**src/rtl/cla_pipe_addsub_pkg.sv**
```systemverilog
// cla_pkg: shared constants and stage-count helper for the pipelined CLA adder/subtractor.
package cla_pkg;

    localparam int DEFAULT_GROUP = 4;

    function automatic int stages(input int width, input int group);
        return width / group;
    endfunction

endpackage

```
**src/rtl/cla_pipe_addsub_if.sv**
```systemverilog
// cla_pipe_addsub_if: operand/result valid-ready bus of the pipelined CLA adder/subtractor.
interface cla_pipe_addsub_if #(
    parameter int WIDTH = 16
);

    logic             in_valid;
    logic             in_ready;
    logic [WIDTH-1:0] a;
    logic [WIDTH-1:0] b;
    logic             cin;
    logic             sub;
    logic             out_valid;
    logic             out_ready;
    logic [WIDTH-1:0] s;
    logic             cout;
    logic             ovf;
    logic             zero;

    modport master (
        output in_valid, a, b, cin, sub, out_ready,
        input  in_ready, out_valid, s, cout, ovf, zero
    );

    modport slave (
        input  in_valid, a, b, cin, sub, out_ready,
        output in_ready, out_valid, s, cout, ovf, zero
    );

endinterface

```
**src/rtl/cla_pipe_addsub_group.sv**
```systemverilog
// cla_group: one GROUP-bit combinational carry-lookahead slice.
module cla_group
    import cla_pkg::*;
#(
    parameter int GROUP = DEFAULT_GROUP
) (
    input  logic [GROUP-1:0] a,
    input  logic [GROUP-1:0] b,
    input  logic             ci,
    output logic [GROUP-1:0] s,
    output logic             co,
    output logic             cm
);

    logic [GROUP-1:0] w_p;
    logic [GROUP-1:0] w_g;
    logic [GROUP:0]   w_c;
    logic             w_t;
    logic             w_pp;

    assign w_p = a ^ b;
    assign w_g = a & b;

    // Each carry is a flat sum of generate terms gated by the propagates above them.
    always_comb begin
        w_c  = '0;
        w_t  = 1'b0;
        w_pp = 1'b1;
        for (int i = 0; i <= GROUP; i++) begin
            w_pp = 1'b1;
            w_t  = 1'b0;
            for (int j = i - 1; j >= 0; j--) begin
                w_t  = w_t | (w_g[j] & w_pp);
                w_pp = w_pp & w_p[j];
            end
            w_c[i] = w_t | (w_pp & ci);
        end
    end

    assign s  = w_p ^ w_c[GROUP-1:0];
    assign co = w_c[GROUP];
    assign cm = w_c[GROUP-1];

endmodule

```
**src/rtl/cla_pipe_addsub.sv**
```systemverilog
// cla_pipe_addsub: pipelined CLA add/subtract, one lookahead group resolved per stage,
// with valid/ready backpressure that freezes the whole pipeline.
module cla_pipe_addsub
    import cla_pkg::*;
#(
    parameter int WIDTH = 16,
    parameter int GROUP = DEFAULT_GROUP
) (
    input  logic             clk,
    input  logic             rst,
    cla_pipe_addsub_if.slave bus
);

    localparam int N = stages(WIDTH, GROUP);

    if (WIDTH % GROUP != 0 || WIDTH < GROUP) begin : g_chk
        $fatal(1, "cla_pipe_addsub: WIDTH must be a positive multiple of GROUP");
    end

    logic w_en;

    assign w_en         = !bus.out_valid || bus.out_ready;
    assign bus.in_ready = w_en;

    for (genvar k = 0; k < N; k++) begin : g_st
        // Operands shrink and results grow by one group per stage, so no register bit idles.
        localparam int OW = WIDTH - k * GROUP;
        localparam int RW = (k + 1) * GROUP;

        logic [OW-1:0]    w_a;
        logic [OW-1:0]    w_b;
        logic             w_c;
        logic             w_v;
        logic [GROUP-1:0] w_gs;
        logic             w_co;
        logic             w_cm;
        logic [RW-1:0]    w_sn;
        logic [RW-1:0]    r_s;
        logic             r_c;
        logic             r_v;

        if (k == 0) begin : g_in
            assign w_a  = bus.a;
            assign w_b  = bus.sub ? ~bus.b : bus.b;
            assign w_c  = bus.cin ^ bus.sub;
            assign w_v  = bus.in_valid;
            assign w_sn = w_gs;
        end else begin : g_lnk
            assign w_a  = g_st[k-1].g_op.r_a;
            assign w_b  = g_st[k-1].g_op.r_b;
            assign w_c  = g_st[k-1].r_c;
            assign w_v  = g_st[k-1].r_v;
            assign w_sn = {w_gs, g_st[k-1].r_s};
        end

        cla_group #(.GROUP(GROUP)) u_grp (
            .a  (w_a[GROUP-1:0]),
            .b  (w_b[GROUP-1:0]),
            .ci (w_c),
            .s  (w_gs),
            .co (w_co),
            .cm (w_cm)
        );

        always_ff @(posedge clk) begin
            if (rst) begin
                r_v <= 1'b0;
                r_c <= 1'b0;
                r_s <= '0;
            end else if (w_en) begin
                r_v <= w_v;
                r_c <= w_co;
                r_s <= w_sn;
            end
        end

        if (k < N - 1) begin : g_op
            logic [OW-GROUP-1:0] r_a;
            logic [OW-GROUP-1:0] r_b;

            always_ff @(posedge clk) begin
                if (rst) begin
                    r_a <= '0;
                    r_b <= '0;
                end else if (w_en) begin
                    r_a <= w_a[OW-1:GROUP];
                    r_b <= w_b[OW-1:GROUP];
                end
            end
        end else begin : g_out
            logic r_o;
            logic r_z;

            // zero is registered rather than decoded from s so it reads 0 out of reset.
            always_ff @(posedge clk) begin
                if (rst) begin
                    r_o <= 1'b0;
                    r_z <= 1'b0;
                end else if (w_en) begin
                    r_o <= w_co ^ w_cm;
                    r_z <= w_sn == '0;
                end
            end
        end
    end

    assign bus.out_valid = g_st[N-1].r_v;
    assign bus.s         = g_st[N-1].r_s;
    assign bus.cout      = g_st[N-1].r_c;
    assign bus.ovf       = g_st[N-1].g_out.r_o;
    assign bus.zero      = g_st[N-1].g_out.r_z;

endmodule

```
**src/flat_wrapper.sv**
```systemverilog
// flat-port wrapper written by rule: the top's interface ports become plain ports
module cla_pipe_addsub_flat import cla_pkg::*;
#(
    parameter int WIDTH = 16,
    parameter int GROUP = DEFAULT_GROUP
)
  (clk, rst, bus_in_valid, bus_a, bus_b, bus_cin, bus_sub, bus_out_ready, bus_in_ready, bus_out_valid, bus_s, bus_cout, bus_ovf, bus_zero);
  cla_pipe_addsub_if #(.WIDTH(WIDTH)) bus_i ();
  input  logic clk;
  input  logic rst;
  input wire logic [$bits(bus_i.in_valid)-1:0] bus_in_valid;
  input wire logic [$bits(bus_i.a)-1:0] bus_a;
  input wire logic [$bits(bus_i.b)-1:0] bus_b;
  input wire logic [$bits(bus_i.cin)-1:0] bus_cin;
  input wire logic [$bits(bus_i.sub)-1:0] bus_sub;
  input wire logic [$bits(bus_i.out_ready)-1:0] bus_out_ready;
  output wire logic [$bits(bus_i.in_ready)-1:0] bus_in_ready;
  output wire logic [$bits(bus_i.out_valid)-1:0] bus_out_valid;
  output wire logic [$bits(bus_i.s)-1:0] bus_s;
  output wire logic [$bits(bus_i.cout)-1:0] bus_cout;
  output wire logic [$bits(bus_i.ovf)-1:0] bus_ovf;
  output wire logic [$bits(bus_i.zero)-1:0] bus_zero;
  assign bus_i.in_valid = bus_in_valid;
  assign bus_i.a = bus_a;
  assign bus_i.b = bus_b;
  assign bus_i.cin = bus_cin;
  assign bus_i.sub = bus_sub;
  assign bus_i.out_ready = bus_out_ready;
  assign bus_in_ready = bus_i.in_ready;
  assign bus_out_valid = bus_i.out_valid;
  assign bus_s = bus_i.s;
  assign bus_cout = bus_i.cout;
  assign bus_ovf = bus_i.ovf;
  assign bus_zero = bus_i.zero;
  cla_pipe_addsub #(.WIDTH(WIDTH), .GROUP(GROUP)) u_core (.clk(clk), .rst(rst), .bus(bus_i));
endmodule
```
**config.mk**
```make
export PLATFORM = sky130hd
export DESIGN_NAME = cla_pipe_addsub_flat
export DESIGN_NICKNAME = d
export VERILOG_FILES = /design/src/rtl/cla_pipe_addsub_pkg.sv /design/src/rtl/cla_pipe_addsub_if.sv /design/src/rtl/cla_pipe_addsub_group.sv /design/src/rtl/cla_pipe_addsub.sv /design/src/flat_wrapper.sv
export SDC_FILE = /design/constraint.sdc
export NUM_CORES = 1
export LEC_CHECK = 0
export ABC_AREA = 0
export CAP_MARGIN = 20
export CORE_ASPECT_RATIO = 1.25
export CORE_MARGIN = 2
export CORE_UTILIZATION = 47
export DETAILED_ROUTE_END_ITERATION = 10
export PLACE_DENSITY = 0.7
export SLEW_MARGIN = 30
export SYNTH_ARGS = -nofsm -noshare
export SYNTH_HDL_FRONTEND = slang
export SYNTH_SLANG_ARGS = --single-unit
```
**constraint.sdc**
```tcl
create_clock -name clk -period 3.05 [get_ports clk]
set_clock_uncertainty 0.15 [all_clocks]
set_input_delay 0.915 -clock clk [delete_from_list [all_inputs] [get_ports clk]]
set_output_delay 0.915 -clock clk [all_outputs]
set_load 0.02 [all_outputs]
```
== Word level (Yosys, flattened, before mapping) ==
Cells that the tools add are included.
Widths: inputs -> output; s select.

* Reduce and logical (&&, ||, !) cells: 3
* Mux-type cells: 1
* Bitwise operators: 119

{| class="wikitable"
|+ Operators by type and width
! operator !! number
|-
| $and 1x1->1 || 64
|-
| $or 1x1->1 || 40
|-
| $xor 4x4->4 || 8
|-
| $and 4x4->4 || 4
|-
| $logic_not 16->1 || 1
|-
| $mux 16 || 1
|-
| $not 16->16 || 1
|-
| $xor 1x1->1 || 2
|-
| $logic_not 1->1 || 1
|-
| $logic_or 1x1->1 || 1
|}

* Output and inout bits: 21
* Register bits: 98

== Logic depth before layout (Yosys ltp) ==
* Depth after elaboration: 8
* Mapped depth: 8
* Depth with buffers taken out: 6

== Modules after synthesis ==
Synthesis repeated with hierarchy kept, for this count alone.

* Cells, all modules: 507
* Area, all modules: 4,305.4 µm²

{| class="wikitable"
|+ By module, submodules not included
! module !! times used !! area an instance (µm²) !! cells each !! seq. area each (µm²)
|-
| cla_pipe_addsub || 1 || 3,699.8 || 439 || 1,961.9
|-
| cla_group (u_core.g_st[0].u_grp ...) || 3 || 155.1 || 18 || 0.0
|-
| cla_group (u_core.g_st[3].u_grp) || 1 || 140.1 || 14 || 0.0
|}

== Least setup slack after synthesis ==
No wires, ideal clock.

* Kind: input port to output port
* From: in bus_out_ready
* To: out bus_in_ready
* Stages on the path: 5
* Data arrival time: 1.504 ns
* Buffers on the path: 3
* Path slack: 0.481 ns
* Required time: 1.985 ns
* Cells stage by stage: nor2b_1 > buf_2 > inv_2 > buf_6 > buf_2

* Cells in the longest elaborated chain, start to end: 1

{| class="wikitable"
|+ RTL lines
! what !! RTL line !! source
|-
| start, declared || flat_wrapper.sv:16 || <nowiki>input wire logic [$bits(bus_i.out_ready)-1:0] bus_out_ready;</nowiki>
|-
| $logic_or 1x1->1 || cla_pipe_addsub.sv:22 || <nowiki>assign w_en = !bus.out_valid || bus.out_ready;</nowiki>
|-
| end, declared || flat_wrapper.sv:17 || <nowiki>output wire logic [$bits(bus_i.in_ready)-1:0] bus_in_ready;</nowiki>
|}

Every way passes these cells.

== Final worst setup path ==
Ends and elaborated chain as after synthesis.

==> flow_summary.ini <==
[cells_and_area]
antennaDiodeCount = 0
layout_commonest_cell = nand2_1
area_growth_pct = 20.10
utilization_pct = 58.25
stdcell_area_sq_mm = 0.005069
drive_gt1_share_pct = 5.054
nets = 607
mostFrequentLayoutCells = nand2_1, dfxtp_1, a21oi_1, clkdlybuf4s50_1, nor2_1

[drt]
drt-initial-drc-count = 214
wirelength_microns = 8602
drt-wirelength-per-cell_microns = 12.76
ant_nets = 0
dr.pass1.iters = 4
vias = 3435
vias_per_cell = 5.096
drc = 0

[clock_network]
cts_resized = 1
cts_setup_buffers = 0
ctsHoldBuffers = 0
clk_path_buf_depth = 2
clock_latency_ns = 0.37
cts_root_buffer = clkbuf_8
clock_sinks = 98
numCtsBuffers = 9
cts_tree = yes
path_clk_slew_ns = 0.10
htree_levels = 3

[floorplanning]
die_h_microns = 109.9
ioPinCount = 59
dieArea_sq_mm = 0.009758
die_w_microns = 88.76
fp.coreArea_sq_mm = 0.008701
row_count = 38
start_util_pct = 48.50

[critical_path]
reg2reg_slack_ns = 1.07
critPathKind = input port to primary output
critPathTopFamily = buffers and inverters
cp.required_ns = 1.98
end_kind = primary output
crit_fanout = 2
critPathMaxStageDelay_ns = 0.44
r2r_cells = 5
cp.depth = 4
path_cells = clkdlybuf4s50_1 > nor2b_4 > inv_2 > dlygate4sd2_1
startpoint = bus_out_ready
crit_path_start_kind = input port
reg2reg_from = u_core.bus.out_valid
slowest_stage = clkdlybuf4s50_1
critPathCapture = bus_in_ready
arrival_ns = 1.93
r2r_end = u_core.g_st[0].r_s[3]
critPathBufInv = 3

[global_routing]
grt_antenna_before_repair = 0
grt-ovfl-total = 0
grt_usage_pct = 18.72
grt_pass1_wl_microns = 14220
grt_pass1_vias = 3186
grt_max_degree = 108

[place]
port_buffers = 58
dpl_cell_area_sq_mm = 0.004825
finalWeightedCongestion = 0.7770
post-dp-hpwl_microns = 5632

[yosys]
avgSynthCellArea_sq_um = 8.259
synth-seq-cells = 98
async_flop_share_pct = 0
synth_top_area_cell = dfxtp_1
syn_area_sq_mm = 0.004220
synth_area_leaders = dfxtp_1, nand2_1, a21oi_1
synthesis.nets = 569
ys.warnings.count = 0
synth_edf_count = 0
synthFlopType = dfxtp_1
synth_top_area_share_pct = 46.49
synth_cells = 511
seq_area_frac_synth_pct = 46.49
synth_cell_types = 42

[power_and_ir_drop]
finalPower_mw = 2.762
ir_drop_mv = 0.2551
power_per_cell_area_mw_per_mm2 = 544.9
leakage_nw = 1.935

[timing]
final_max_slew_viol_count = 0
hold_viol_final = 0
fmax_ghz = 0.3341
relSlewSlack_pct = 40.73
rsz0062_at_grt = false
fin_crit_sh_pct = 98.14
tightest_slew_ns = 0.8891
hold_ws_ns = 0.3024
min_period_ns = 2.993
setup_viol = 0

[outcome]
status = finished clean

[run]
cap_violations = 0

[worst_hold_path]
hold_class = flop to flop
-- cells in the mapped netlist, drive strengths merged, types with 2 or more instances --
cell and number:
a21oi 75, a211o 2, buf 27, ha 16, nand3 10, xnor2 19
fa 4, dfxtp 98, o21ai 8, xor2 5, a221oi 2, a21o 3
clkbuf 9, a211oi 17, nor4 3, nor3 4, nand3b 3, nand2 144
a2bb2oi 2, nor4b 5, inv 15, nor2 24, a31oi 5
-- kinds of logic (layout without fill, tap and decap cells) --
group | count (synthesis) | after routing | synth area share (%)
compound gates | 118 | 118 | 16.48
flops | 98 | 98 | 46.49
buf+inv | 51 | 94 | 5.573
simple gates | 200 | 200 | 19.83
fa+ha+maj | 20 | 20 | 6.641
xor+xnor | 24 | 24 | 4.981
-- worst register-to-register path, cell delays in order (launching register included) --
cell      delay, ns
dfxtp_1        0.34
nor2b_4        0.21
buf_4          0.73
nor4b_1        0.17
a31oi_1        0.20
nand3b_1       0.09
-- power by group --
group / switching (mW) / internal [mW]
sequential: 0.0522 / 1.37
combinational: 0.174 / 0.176
clock: 0.451 / 0.542
-- through the flow --
stage,std cells,worst slack [ns],setup TNS (ns)
finish,674,0.05666,0
floorplan,511,0.4808,0
CTS,674,0.05083,0
global placement,658,-0.1706,-0.2401
global route,674,0.03008,0
detailed placement,658,-0.1588,-0.2856
-- state kept, by name (all words and copies together) (netlist names) --
signal and cells:
u_core.bus.cout 1, u_core.bus.ovf 1, u_core.bus.s 16, u_core.g_st.g_op.r_b 24
u_core.g_st.r_c 3, u_core.g_st.g_op.r_a 24, u_core.bus.out_valid 1, u_core.g_st.r_v 3
u_core.bus.zero 1, u_core.g_st.r_s 24
-- final cells by class --
class                           instances  area (sq um)
Tap cell                              120         150.1
Inverter                               15         56.30
Clock inverter                          7         117.6
Clock buffer                            9         123.9
Timing Repair Buffer                   63         628.1
Sequential cell                        98          1962
Multi-Input combinational cell        362          2031
Fill cell                             826          3632
-- per-layer routing --
metal	vias up	wire length (microns)	global-route usage [%]
li1	1787	-	-
met1	1566	3974	23.56
met2	68	4135	30.33
met3	14	250	3.829
met4	0	240	9.091
met5	-	0	0
-- how the worst min path moves through the flow --
stage                                           start                          end  slack (ns)  cells past startpoint
after floorplan           u_core.g_st[0].g_op.r_a[10]  u_core.g_st[0].g_op.r_a[10]        0.28                      2
after global placement          u_core.g_st[1].r_s[3]        u_core.g_st[1].r_s[3]        0.29                      2
after detailed placement             u_core.bus.s[13]             u_core.bus.s[13]        0.29                      2
after CTS                            u_core.bus.s[13]             u_core.bus.s[13]        0.31                      2
after global routing            u_core.g_st[1].r_s[5]        u_core.g_st[1].r_s[5]        0.33                      2
final                      u_core.g_st[1].g_op.r_a[4]   u_core.g_st[2].g_op.r_a[0]        0.30                      2
No activity file was read; power rests on OpenSTA's default activity.
